File: config.mk
export PLATFORM = sky130hd
export DESIGN_NAME = operand_fetch
export DESIGN_NICKNAME = d
export VERILOG_FILES = /design/src/rtl/operand_fetch.sv
export SDC_FILE = /design/constraint.sdc
export NUM_CORES = 1
export LEC_CHECK = 0
export ABC_AREA = 0
export BUFFER_PORTS_ARGS = -buffer_cell sky130_fd_sc_hd__buf_2
export CORE_UTILIZATION = 58
export DETAILED_ROUTE_END_ITERATION = 8
export GPL_TIMING_DRIVEN = 0
export PLACE_DENSITY = 0.86
export SLEW_MARGIN = 25
export SYNTH_ARGS = -nofsm -noshare
export SYNTH_HDL_FRONTEND = slang
export SYNTH_SLANG_ARGS = --single-unit
File: constraint.sdc
create_clock -name clk -period 2.9 [get_ports clk]
set_input_delay 0.58 -clock clk [delete_from_list [all_inputs] [get_ports clk]]
set_output_delay 0.58 -clock clk [all_outputs]
set_load 0.05 [all_outputs]
File: src/rtl/operand_fetch.sv
// operand_fetch: issues regfile reads, forwards write-back data, presents rs1/rs2 operands; OPF_PERF_CNT_EN adds stall/bypass counters.
module operand_fetch #(
  parameter int XLEN  = 32,
  parameter int AW    = 5,
  parameter int TAG_W = 32
) (
  input  logic             clk,
  input  logic             rst_n,
  input  logic             in_valid,
  output logic             in_ready,
  input  logic [AW-1:0]    in_rs1,
  input  logic [AW-1:0]    in_rs2,
  input  logic [TAG_W-1:0] in_tag,
  output logic             rf_rd_en,
  output logic [AW-1:0]    rf_rs1_addr,
  output logic [AW-1:0]    rf_rs2_addr,
  input  logic [XLEN-1:0]  rf_rs1_data,
  input  logic [XLEN-1:0]  rf_rs2_data,
  input  logic             wb_en,
  input  logic [AW-1:0]    wb_addr,
  input  logic [XLEN-1:0]  wb_data,
  output logic             out_valid,
  input  logic             out_ready,
  output logic [XLEN-1:0]  out_rs1_val,
  output logic [XLEN-1:0]  out_rs2_val,
  output logic [TAG_W-1:0] out_tag
`ifdef OPF_PERF_CNT_EN
  ,
  output logic [31:0]      perf_stall_cnt,
  output logic [31:0]      perf_byp_cnt
`endif
);
  logic             s1_valid, s1_ovr1, s1_ovr2;
  logic [AW-1:0]    s1_rs1, s1_rs2, out_rs1, out_rs2;
  logic [TAG_W-1:0] s1_tag;
  logic [XLEN-1:0]  s1_od1, s1_od2, op1, op2;
  logic             out_adv, s1_adv, acc;
  logic             hit_in1, hit_in2, hit_s1, hit_s2, hit_o1, hit_o2;
  assign out_adv     = out_valid & out_ready;
  assign s1_adv      = s1_valid & (~out_valid | out_adv);
  assign in_ready    = ~s1_valid | s1_adv;
  assign acc         = in_valid & in_ready;
  assign rf_rd_en    = acc;
  assign rf_rs1_addr = in_rs1;
  assign rf_rs2_addr = in_rs2;
  // x0 never matches, so write-backs to it are never forwarded
  assign hit_in1 = wb_en && wb_addr == in_rs1  && in_rs1  != '0;
  assign hit_in2 = wb_en && wb_addr == in_rs2  && in_rs2  != '0;
  assign hit_s1  = wb_en && wb_addr == s1_rs1  && s1_rs1  != '0;
  assign hit_s2  = wb_en && wb_addr == s1_rs2  && s1_rs2  != '0;
  assign hit_o1  = wb_en && wb_addr == out_rs1 && out_rs1 != '0;
  assign hit_o2  = wb_en && wb_addr == out_rs2 && out_rs2 != '0;
  always_comb begin
    op1 = s1_rs1 == '0 ? '0 : hit_s1 ? wb_data : s1_ovr1 ? s1_od1 : rf_rs1_data;
    op2 = s1_rs2 == '0 ? '0 : hit_s2 ? wb_data : s1_ovr2 ? s1_od2 : rf_rs2_data;
  end
  always_ff @(posedge clk or negedge rst_n) begin
    if (!rst_n) begin
      s1_valid <= 1'b0;
      s1_rs1   <= '0;
      s1_rs2   <= '0;
      s1_tag   <= '0;
      s1_ovr1  <= 1'b0;
      s1_ovr2  <= 1'b0;
      s1_od1   <= '0;
      s1_od2   <= '0;
    end else if (acc) begin
      s1_valid <= 1'b1;
      s1_rs1   <= in_rs1;
      s1_rs2   <= in_rs2;
      s1_tag   <= in_tag;
      s1_ovr1  <= hit_in1;
      s1_ovr2  <= hit_in2;
      s1_od1   <= wb_data;
      s1_od2   <= wb_data;
    end else if (s1_adv) begin
      s1_valid <= 1'b0;
    end else if (s1_valid) begin
      if (hit_s1) begin
        s1_ovr1 <= 1'b1;
        s1_od1  <= wb_data;
      end
      if (hit_s2) begin
        s1_ovr2 <= 1'b1;
        s1_od2  <= wb_data;
      end
    end
  end
  // indices travel with the result so a stalled output can still pick up write-backs
  always_ff @(posedge clk or negedge rst_n) begin
    if (!rst_n) begin
      out_valid   <= 1'b0;
      out_rs1     <= '0;
      out_rs2     <= '0;
      out_rs1_val <= '0;
      out_rs2_val <= '0;
      out_tag     <= '0;
    end else if (s1_adv) begin
      out_valid   <= 1'b1;
      out_rs1     <= s1_rs1;
      out_rs2     <= s1_rs2;
      out_rs1_val <= op1;
      out_rs2_val <= op2;
      out_tag     <= s1_tag;
    end else if (out_adv) begin
      out_valid <= 1'b0;
    end else if (out_valid) begin
      if (hit_o1) out_rs1_val <= wb_data;
      if (hit_o2) out_rs2_val <= wb_data;
    end
  end
`ifdef OPF_PERF_CNT_EN
  logic byp;
  assign byp = hit_s1 | s1_ovr1 | hit_s2 | s1_ovr2;
  always_ff @(posedge clk or negedge rst_n) begin
    if (!rst_n) begin
      perf_stall_cnt <= '0;
      perf_byp_cnt   <= '0;
    end else begin
      if (in_valid & ~in_ready) perf_stall_cnt <= perf_stall_cnt + 32'd1;
      if (s1_adv & byp) perf_byp_cnt <= perf_byp_cnt + 32'd1;
    end
  end
`endif
endmodule

==> results.md <==
- Port buffering added around 250 buffers.
- The internal power of the cells totals between 6 and 7 mW.
- Summed over all cells, the static leakage comes to about 6 nW.
- The final period utilization is 0.957.
- In the post-synthesis netlist, the cell with the most instances is sky130_fd_sc_hd__dfrtp_1.
- The shortest period the worst path allows is 2.78 ns.
- The worst setup path is launched from a flop.
- Counting cells, the worst reg-to-reg path comes to 6.
- For met1 alone, demand over resource in global routing was 0.393.
- During I/O placement, the number of pins put on the boundary was 257.
- After synthesis, the mean cell area works out to around 12 um2.
- The buffer count from post-CTS setup fixing is 0.
- Setup slack on the worst reg-to-reg path comes out at about 0.12 ns.
- For this run, the slowest stage of the critical path takes approximately 0.76 ns.
- The flow ran to the end, and the final reports show no timing, DRC or antenna violations.
- The synthesized area is 10,300 um2.
- The worst setup skew after layout is around 0.014 ns.
- The top fanout value on the critical path is 10.
- In the global route stage, overall resource usage came out at 0.306.
- The count of clock tree sinks is approximately 220.
- The post-synthesis net count is about 1,000.
- The proportion of synthesized chip area in sequential cells is 0.525.
- The highest-delay cell along the critical path is sky130_fd_sc_hd__o211ai_1.
- Of the total power, registers draw 0.381.
- The number of H-tree levels is 1.
- The critical path ends at out_rs1_val[21]$_DFFE_PN0P_.
- Measured against its own limit, the worst slew margin works out to 0.434.
- At the end of routability-driven placement, the weighted congestion stood at around 0.86.
- Global routing finished with a remaining overflow of 0.
- Counting flops with a built-in enable in the synthesized netlist gives 0.
- After clock tree synthesis, the clock-pin slew on the worst setup and hold paths is around 0.060 ns.
- The count of distinct cell types in the synthesized netlist is 37.
- The share of synthesized area in the top cell type comes to 0.525.
- The logic gate share of total power is 0.315.
- Total power for the finished layout comes to between 10 and 15 mW.
- The length of the first detailed-routing pass in iterations is 6.
- After legalization and detailed placement, the total HPWL measured between 15,000 and 20,000 um.
- After detailed routing, the average wire length per cell comes to 19.9 um.
- For the pin with the worst max-slew slack, the measured transition is ~0.85 ns.
- After routing the design area is between 10,000 and 15,000 um2.
- The setup path with the least slack is of type flop to flop.
- After the first detailed-routing iteration, the DRC count stood at ~530.
- Sorting the synthesized cells by area gives the leading types as sky130_fd_sc_hd__dfrtp_1 (52%), sky130_fd_sc_hd__mux2_2 (11%), sky130_fd_sc_hd__o2bb2ai_1 (5.4%).
- The max-slew violation count is 0.
- Once layout is complete, the utilization of the core stands at 0.738.
- The area growth from synthesis to final layout is 23.8%.
- The clock network latency to the later pin of the worst-skew pair is ~0.51 ns.
- The min-delay analysis places its worst path in the category primary input to flop.
- The met2 usage in global routing is 0.503.
- The warning count from the yosys run is 0.
- In the routed design, unresolved DRC markers number 0.
- The startpoint of the most critical register-to-register path is s1_rs1[0]$_DFFE_PN0P_.
- Summed over all failing endpoints, the final setup total negative slack is 0 ns.
- The remaining number of nets flagged by the antenna check after routing is 0.
- The areal power density over the cells is 805 nW/um2.
- The fraction of registers with async set or reset after synthesis is 1.00.
- Setup violations remaining at the end of the flow were counted as 0.
- The effective utilization at floorplan is 0.596.
- In the synthesized netlist, the cells that appear most often are sky130_fd_sc_hd__dfrtp_1 (216), sky130_fd_sc_hd__nand2_1 (137), sky130_fd_sc_hd__mux2_2 (104).
- Entering global routing, the biggest net connects 97 pins.
- The proportion of power drawn by the clock network is 0.304.
- The terminus of the critical flop-to-flop path is out_rs1_val[21]$_DFFE_PN0P_.
- The clock passes through at most 3 buffers.
- The signal arrival time at the worst endpoint is approximately 3.2 ns.
- The hold violation total from the final report is 0.
- CTS placed an instance of sky130_fd_sc_hd__clkbuf_16 at the clock tree root.
- The top cell type by total area after synthesis is sky130_fd_sc_hd__dfrtp_1.
- The total cell area at the placement stage is about 12,000 um2.
- Counting flops and latches in the post-synthesis netlist gives around 220.
- Counting the fill cells in the layout gives 1,221.
- The element type at the critical path end is a flop.
- The first global-routing pass estimated 43,800 um of wire.
- In the global route stage, met3 resource usage came out at 0.0673.
- In this run the power spent charging and discharging nets is approximately 3.8 mW.
- The die is 135 um wide.
- The floorplan row count is 48.
- The max-capacitance violation count is 0.
- The number of global-route vias before repair was about 8,400.
- After the last flow step, the layout net total stands at between 1,000 and 1,500.
- Of the cells placed in the final design, the portion with a size suffix greater than 1 is 0.380.
- The detailed-route vias per instance is about 5.9.
- Setup repair after global routing left no endpoint under its margin.
- The routed design has roughly 28,000 um of wire.
- The vias after detailed routing is around 8,200.
- Of the total power, the share spent switching nets is 0.365.
- The required arrival time at the worst endpoint is between 3 and 4 ns.
- IR analysis of the VDD net gives a maximum drop of roughly 560 uV.
- The die area is around 18,000 um2.
- The die is approximately 140 um tall.
- The initial antenna violation count is 1.
- The count of mapped cells out of synthesis is slightly below 900.
- TritonCTS built the clock tree.
- Traced cell by cell, the critical path runs through xnor2_1 > nand4_1 > o211ai_1 > clkbuf_1 > o2bb2ai_1 > a22o_1.
- The number of clock buffers added by TritonCTS is 24.
- The most used flip-flop cell after synthesis is sky130_fd_sc_hd__dfrtp_1.
- Timing would allow up to between 0.3 and 0.4 GHz.
- After floorplanning, the core was sized to cover ~17,000 um2.
- The origin of the worst setup path is s1_rs1[0]$_DFFE_PN0P_.
- The layer with the highest usage after global routing is met2.
metrics by stage:
step,setup slack [ns],instances,hold WS [ns]
6_report,0.124,1387,0.270
5_1_grt,0.0146,1386,0.291
4_1_cts,0.112,1386,0.262
3_5_place_dp,-0.126,1343,0.448
3_3_place_gp,-2.40,1341,0.440
2_1_floorplan,0.0436,865,0.284
sequential cells by signal, indices dropped and copies added, names as in the netlist:
name	count
out_rs1_val	32
out_rs2_val	32
out_tag	32
s1_od1	32
s1_od2	32
s1_tag	32
out_rs1	5
out_rs2	5
s1_rs1	5
s1_rs2	5
out_valid	1
s1_ovr1	1
s1_ovr2	1
s1_valid	1
cells by family (layout without fill, tap and decap cells):
kind of cell    Yosys count  after routing  share of synthesized area
other cells               0              1                          0
simple gates            166            166                     0.0652
compound gates          203            203                      0.166
mux                     170            170                      0.182
xor+xnor                 26             26                     0.0221
buf+inv                  84            380                     0.0404
flops                   216            216                      0.525
cell type report:
cell class	instances	area, um2	area share
well taps	225	282	0.0221
inverters	1	3.75	0.000294
plain buffers	82	412	0.0323
diodes	1	2.50	0.000196
clock inverters	5	61.3	0.00481
flip-flops and latches	216	5410	0.424
clock buffers	38	774	0.0607
multi-input cells	565	4490	0.352
repair buffers	254	1330	0.104
power by group through the flow:
stage                     Sequential, mW  Clock [mW]  Combinational (mW)
after detailed placement            3.95           0                3.21
after global placement              3.92           0                3.12
final                               3.92        3.12                3.23
after global routing                3.98        3.28                3.43
after CTS                           3.91        3.16                3.24
after floorplan                     4.98           0                1.25
worst min path at each step:
stage | from | end | cells after the start
2_1_floorplan | rst_n | out_rs1[0]$_DFFE_PN0P_ | 0
3_3_place_gp | s1_tag[7]$_DFFE_PN0P_ | out_tag[7]$_DFFE_PN0P_ | 2
3_5_place_dp | s1_tag[28]$_DFFE_PN0P_ | out_tag[28]$_DFFE_PN0P_ | 2
4_1_cts | in_valid | s1_valid$_DFFE_PN0P_ | 2
5_1_grt | in_tag[14] | s1_tag[14]$_DFFE_PN0P_ | 2
6_report | in_valid | s1_valid$_DFFE_PN0P_ | 2
cell usage in the layout, fill, tap and decap left out, types with 33 or more instances in the layout:
cell type,netlist,routed
sky130_fd_sc_hd__buf_2,18,267
sky130_fd_sc_hd__dfrtp_1,216,216
sky130_fd_sc_hd__nand2_1,137,137
sky130_fd_sc_hd__mux2_2,104,104
sky130_fd_sc_hd__o2bb2ai_1,64,64
sky130_fd_sc_hd__clkbuf_1,33,36
sky130_fd_sc_hd__mux2_1,34,34
sky130_fd_sc_hd__a211o_1,33,33
sky130_fd_sc_hd__o211ai_1,33,33
what timing repair did:
action / 4_1_cts / 5_1_grt
gates resized for setup: 1 / 1
hold buffers: 1 / 0
gates cloned: 0 / 0
hold endpoints to repair: 48 / 0
endpoints found under the setup margin: 1 / 1
routing by layer:
layer  wire (um)  up-vias
li1            -     3717
met1       11300     4039
met5           0        -
met3        2070       86
met2       13200      365
met4        1070        0
worst max-delay path, delay by kind of cell (launching register included):
family	cells	cell delay (ns)
compound gates	3	1.12
xor+xnor	1	0.17
buf+inv	1	0.49
flops	1	0.43
simple gates	1	0.46
No activity file was read; power rests on OpenSTA's default activity.
